--- config.mk ---
export PLATFORM = sky130hd
export DESIGN_NAME = fifo_burst_reader
export DESIGN_NICKNAME = d
export VERILOG_FILES = /design/src/rtl/fifo_burst_reader_pkg.sv /design/src/rtl/fifo_burst_reader_stream_out_reg.sv /design/src/rtl/fifo_burst_reader.sv
export SDC_FILE = /design/constraint.sdc
export NUM_CORES = 1
export LEC_CHECK = 0
export BUFFER_PORTS_ARGS = -buffer_cell sky130_fd_sc_hd__buf_4
export CAP_MARGIN = 25
export CORE_AREA = 2 2 39 41
export DETAILED_ROUTE_END_ITERATION = 12
export DIE_AREA = 0 0 41 43
export PLACE_DENSITY_LB_ADDON = 0.15
export SYNTH_ARGS = -nofsm -noshare
export SYNTH_HDL_FRONTEND = slang
export SYNTH_HIERARCHICAL = 1
export SYNTH_SLANG_ARGS = --single-unit
--- constraint.sdc ---
create_clock -name clk_i -period 1.4 [get_ports clk_i]
set_input_delay 0.28 -clock clk_i [delete_from_list [all_inputs] [get_ports clk_i]]
set_output_delay 0.28 -clock clk_i [all_outputs]
set_load 0.02 [all_outputs]
--- src/rtl/fifo_burst_reader_pkg.sv ---
// Shared types and helpers for the FIFO burst reader.
package fifo_burst_reader_pkg;

    // Reader FSM: wait for a full burst, then drain it.
    typedef enum logic {
        ST_IDLE  = 1'b0,
        ST_BURST = 1'b1
    } state_t;

    // Beat counter must be able to hold values 0 .. burst_len.
    function automatic int beat_cnt_width(input int burst_len);
        return (burst_len < 1) ? 1 : $clog2(burst_len + 1);
    endfunction

endpackage

--- src/rtl/fifo_burst_reader_stream_out_reg.sv ---
// Registered valid/ready output stage: load a new word, clear valid once
// it has been accepted, otherwise hold everything stable.
module stream_out_reg #(
    parameter int DWIDTH = 4
) (
    input  logic              i_clk,
    input  logic              i_srst,
    input  logic              i_load,
    input  logic              i_clear,
    input  logic [DWIDTH-1:0] i_data,
    input  logic              i_sop,
    input  logic              i_eop,
    output logic [DWIDTH-1:0] o_data,
    output logic              o_valid,
    output logic              o_sop,
    output logic              o_eop
);

    logic [DWIDTH-1:0] r_data;
    logic              r_valid;
    logic              r_sop;
    logic              r_eop;

    // Output register: load has priority over clear; otherwise hold.
    always_ff @(posedge i_clk) begin
        if (i_srst) begin
            r_data  <= '0;
            r_valid <= 1'b0;
            r_sop   <= 1'b0;
            r_eop   <= 1'b0;
        end else if (i_load) begin
            r_data  <= i_data;
            r_valid <= 1'b1;
            r_sop   <= i_sop;
            r_eop   <= i_eop;
        end else if (i_clear) begin
            r_valid <= 1'b0;
        end
    end

    assign o_data  = r_data;
    assign o_valid = r_valid;
    assign o_sop   = r_sop;
    assign o_eop   = r_eop;

endmodule

--- src/rtl/fifo_burst_reader.sv ---
// Drains fixed-length bursts from a show-ahead FIFO onto a registered
// valid/ready stream with start/end-of-packet markers.
module fifo_burst_reader
    import fifo_burst_reader_pkg::*;
#(
    parameter int DWIDTH    = 4,
    parameter int AWIDTH    = 7,
    parameter int BURST_LEN = 4
) (
    input  logic              clk_i,
    input  logic              srst_i,
    input  logic [DWIDTH-1:0] fifo_q_i,
    input  logic              fifo_empty_i,
    input  logic [AWIDTH:0]   fifo_usedw_i,
    output logic              fifo_rdreq_o,
    output logic [DWIDTH-1:0] data_o,
    output logic              valid_o,
    input  logic              ready_i,
    output logic              sop_o,
    output logic              eop_o,
    output logic              busy_o
);

    localparam int              BW             = beat_cnt_width(BURST_LEN);
    localparam logic [AWIDTH:0] LP_BURST_USEDW = (AWIDTH+1)'(BURST_LEN);
    localparam logic [BW-1:0]   LP_LAST_BEAT   = BW'(BURST_LEN - 1);

    state_t        r_state;
    logic [BW-1:0] r_beat;

    logic w_pop;
    logic w_first;
    logic w_last;

    // Pop only inside a burst, with data present and room in the output stage.
    always_comb begin
        w_pop   = (r_state == ST_BURST) && !fifo_empty_i && (!valid_o || ready_i) && !srst_i;
        w_first = (r_beat == '0);
        w_last  = (r_beat == LP_LAST_BEAT);
    end

    assign fifo_rdreq_o = w_pop;
    assign busy_o       = (r_state == ST_BURST);

    // FSM and beat counter; occupancy is only looked at while idle.
    always_ff @(posedge clk_i) begin
        if (srst_i) begin
            r_state <= ST_IDLE;
            r_beat  <= '0;
        end else begin
            case (r_state)
                ST_IDLE: begin
                    if (fifo_usedw_i >= LP_BURST_USEDW) begin
                        r_state <= ST_BURST;
                        r_beat  <= '0;
                    end
                end
                ST_BURST: begin
                    if (w_pop) begin
                        r_beat <= r_beat + BW'(1);
                        if (w_last) begin
                            r_state <= ST_IDLE;
                        end
                    end
                end
                default: begin
                    r_state <= ST_IDLE;
                    r_beat  <= '0;
                end
            endcase
        end
    end

    stream_out_reg #(
        .DWIDTH(DWIDTH)
    ) u_out (
        .i_clk   (clk_i),
        .i_srst  (srst_i),
        .i_load  (w_pop),
        .i_clear (ready_i),
        .i_data  (fifo_q_i),
        .i_sop   (w_first),
        .i_eop   (w_last),
        .o_data  (data_o),
        .o_valid (valid_o),
        .o_sop   (sop_o),
        .o_eop   (eop_o)
    );

endmodule

# Word-level counts from Yosys, hierarchy flattened
# Cells that the tools add are included.
# word_totals
reg_bits,11
output_inout_bits,9
# op_classes
addsub,1
order_cmp,1
eq_ne,3
n_mux,9
bitwise,1
reduce_logical,10
# ops
cell,count
$ge 8x3->1 const B,1
$mux 3,2
$pmux 3 s2,1
$mux 1,5
$ne 2x2->1 const B,2
$add 3x1->3 const B,1
$eq 3x2->1 const B,1
$logic_and 1x1->1,3
$logic_not 1->1,3
$logic_not 3->1,1
$pmux 1 s2,1
$reduce_and 2->1,1
$reduce_bool 2->1,1
$logic_or 1x1->1,1
$not 1->1,1

# Longest topological paths before layout
# depth
depth_word,6
mapped_depth,6
depth_no_buf,5

# Cells and area by module
# Netlist, hierarchy kept.
# modules_own_cells
mod,instances,cells_each,area_each_um2
stream_out_reg,1,23,249.0
fifo_burst_reader,1,26,240.2

# Worst setup path before layout
# Ideal clock, no wire load.
# synth_timing
kind,reg-to-reg
from,reg r_state (netlist: busy_o)
to,reg u_out.r_data[0] (netlist: u_out/o_data[0])
setup_ns,0.114
arrival_ns,1.437
required_time_ns,1.286
setup_slack_ns,-0.152
path_stages_with_launch,7
synth_period_minus_slack_ns,1.552
cell_sequence,dfxtp_1 nor3b_2 and2_1 clkbuf_2 buf_6 mux2i_1 nor2_1
# synth_between
elab_chain_len,3
# synth_lines
element,line_no,text
start: declaration,fifo_burst_reader.sv:28,state_t r_state;
start signal: assignment,fifo_burst_reader.sv:48,r_state <= ST_IDLE;
start signal: assignment,fifo_burst_reader.sv:54,r_state <= ST_BURST;
start signal: assignment,fifo_burst_reader.sv:62,r_state <= ST_IDLE;
$logic_and 1x1->1 (3 in a row),fifo_burst_reader.sv:37,w_pop = (r_state == ST_BURST) && !fifo_empty_i && (!valid_o || ready_i) && !srst_i;
named net fifo_rdreq_o,fifo_burst_reader.sv:15,"output logic fifo_rdreq_o,"
end signal: assignment,fifo_burst_reader_stream_out_reg.sv:32,r_data <= i_data;
end: declaration,fifo_burst_reader_stream_out_reg.sv:19,logic [DWIDTH-1:0] r_data;
# The timed path passes the listed nets, and every way through them passes these cells.
# A chain may end at the register's enable or synchronous reset.

# Worst setup path after layout
# layout_timing
from,reg r_state (netlist: busy_o)
to,out fifo_rdreq_o
# layout_between
elab_chain_len,3
# layout_lines
element,line_no
$logic_and 1x1->1 (3 in a row),fifo_burst_reader.sv:37
end: declaration,fifo_burst_reader.sv:15
# No other way between the ends.

==> run metrics <==
Crit Path Class reg -> out; antenna violations before repair 0; setup TNS 0 ns; Post-route DRC 0; IO Pins 25; total gr overflow 0; Period Utilization, post-route 0.978; Pleak 0.350 nW; placed cell count 90; die width 41 µm; WHS 0.246 ns; number of global-route vias before repair 402; Num CTS Buffers 3; Hold Buf Count CTS 0; vias after detailed routing approximately 460; CTS max path bufs 2; FMAX around 0.73 GHz; core box area around 1400 µm²; DIE AREA ~1800 µm²; Synth cell types 18; Final Skew ~0.0076 ns; Synth Cell Area between 400 and 500 µm²; Yosys top cell area share 0.450; TritonCTS clock tree yes; P&R area growth vs syn 55.8%; final std cells w/o fill 97; Reg clk slew, reported paths 0.07 ns; Yosys reg bits 11; Setup crit end kind primary output; multi-input logic area between 200 and 250 µm²; nets@finish slightly above 100; length of the first detailed-routing pass in iterations 4; Syn Nets 68; clk root buf clkbuf_4; CTS sink count 11; row cnt 14; Synth warnings 6; most frequent cells in the layout 29 x buf_4, 10 x dfxtp_1, 7 x nor2_1; Initial Util 0.354; pin count of the biggest net entering global routing 12; max cap viols 0; first-pass GRT wire length 1640 µm; # setup viols final 0; gr usage total 0.146; Worst-Skew Late Latency roughly 0.27 ns; half-perimeter wire length after placement around 800 µm; max-slew violations 0; WP data arrival 1.09 ns; commonest non-fill, non-tap cell in the layout buf_4; Max VDD drop 0.480 mV; final number of hold-violating endpoints 0; sequential share of the synthesized area 0.450; WL/cell about 11 µm; Syn Inst Count 49; Antenna Cells 0; via/cell ratio approximately 4.8; share of layout cells above drive strength 1 0.457; GPL Wtd Cong around 0.69; Data required, critical path between 1 and 1.5 ns; largest cells by area after synthesis dfxtp_1 45%, mux2i_1 12%, ha_1 7.7%, nor2_1 5.4%, o41ai_1 5.4%; Filler cells 139; normalized max-slew margin 0.800; crit-path max FO 3; Slew @ Worst Pin about 0.3 ns; htree depth 1; status finished, final reports clean; register area 224 µm²; largest area contributor in the netlist dfxtp_1; Buffers on Ports 22; crit path launch type flop; Avg Cell Area, Syn between 9 and 10 µm²; ANT nets after route 0; Die H between 40 and 50 µm; Total Wirelength between 1000 and 1500 µm; worst hold path class in -> reg; final critical-path required period approximately 1.4 ns; Iteration-0 DRC Markers 9; PD cells ~860 nW/µm²
area by class of cell:
cell class                 count  area share
clock buffer                   3      0.0296
multi-input combinational     32       0.323
inverter                       4      0.0197
sequential                    11       0.294
clock inverter                 1     0.00657
timing repair buffer          30       0.300
tap                           16      0.0263
cells in the mapped netlist:
master	count
and2_1	1
nand3_1	2
buf_6	1
and3b_1	1
a211oi_1	1
dfxtp_1	11
nor2_1	7
nor2b_1	1
clkbuf_2	1
nand2b_1	2
nand3b_1	1
nor4_1	1
inv_1	4
o41ai_1	3
a21oi_1	2
ha_1	3
mux2i_1	6
nor3b_2	1
through the flow:
step	util	instance area (µm²)	power (mW)	worst slack (ns)
after CTS	0.537	743	0.663	0.00696
after floorplan	-	502	0.382	0.0190
final	0.551	762	0.656	0.0303
after global placement	0.510	706	0.439	0.0922
after global routing	0.551	762	0.701	-0.00938
after detailed placement	0.510	706	0.441	0.0711
state kept, by name (all words and copies together), names as in the netlist:
name           cells
busy_o             1
r_beat             3
u_out/o_data       4
u_out/o_eop        1
u_out/o_sop        1
u_out/o_valid      1
metal layers:
layer	up-vias	wire [µm]	GRT usage
li1	237	-	-
met1	207	456	0.168
met2	18	522	0.206
met3	2	86	0.0785
met4	0	12	0.0800
met5	-	0	0
cells by family (layout without fill, tap and decap cells):
logic type	after synthesis	count (layout)	share of synthesized area
simple gates	17	17	0.197
flops	11	11	0.450
compound gates	6	6	0.0895
mux	6	6	0.123
buf+inv	6	38	0.0639
fa+ha+maj	3	3	0.0767
timing repair:
| action | CTS | global route |
|---|---|---|
| setup buffers | 1 | 2 |
| pin swaps | 1 | 1 |
| gates resized for setup | 1 | 1 |
| endpoints found under the setup margin | 1 | 2 |
worst paths after layout:
| check | from | endpoint | slack, ns | cells after the start |
|---|---|---|---|---|
| setup reg to reg | busy_o | r_beat[0] | 0.04 | 5 |
| hold / removal | fifo_q_i[2] | u_out/o_data[2] | 0.25 | 3 |
| hold reg to reg | u_out/o_data[2] | u_out/o_data[2] | 0.49 | 2 |
| setup / recovery | busy_o | fifo_rdreq_o | 0.03 | 3 |
power breakdown:
group	internal (mW)	leakage [nW]	switching (mW)	total [mW]
sequential	0.323	0.0900	0.00543	0.328
clock	0.106	0.0177	0.110	0.215
combinational	0.0643	0.242	0.0485	0.113
worst max-delay path, cell delays in order (launching register included):
cell     delay (ns)
dfxtp_4        0.35
nor3b_4        0.18
and2_4         0.18
buf_6          0.11
Note: power is estimated with default switching activity, not from simulation.
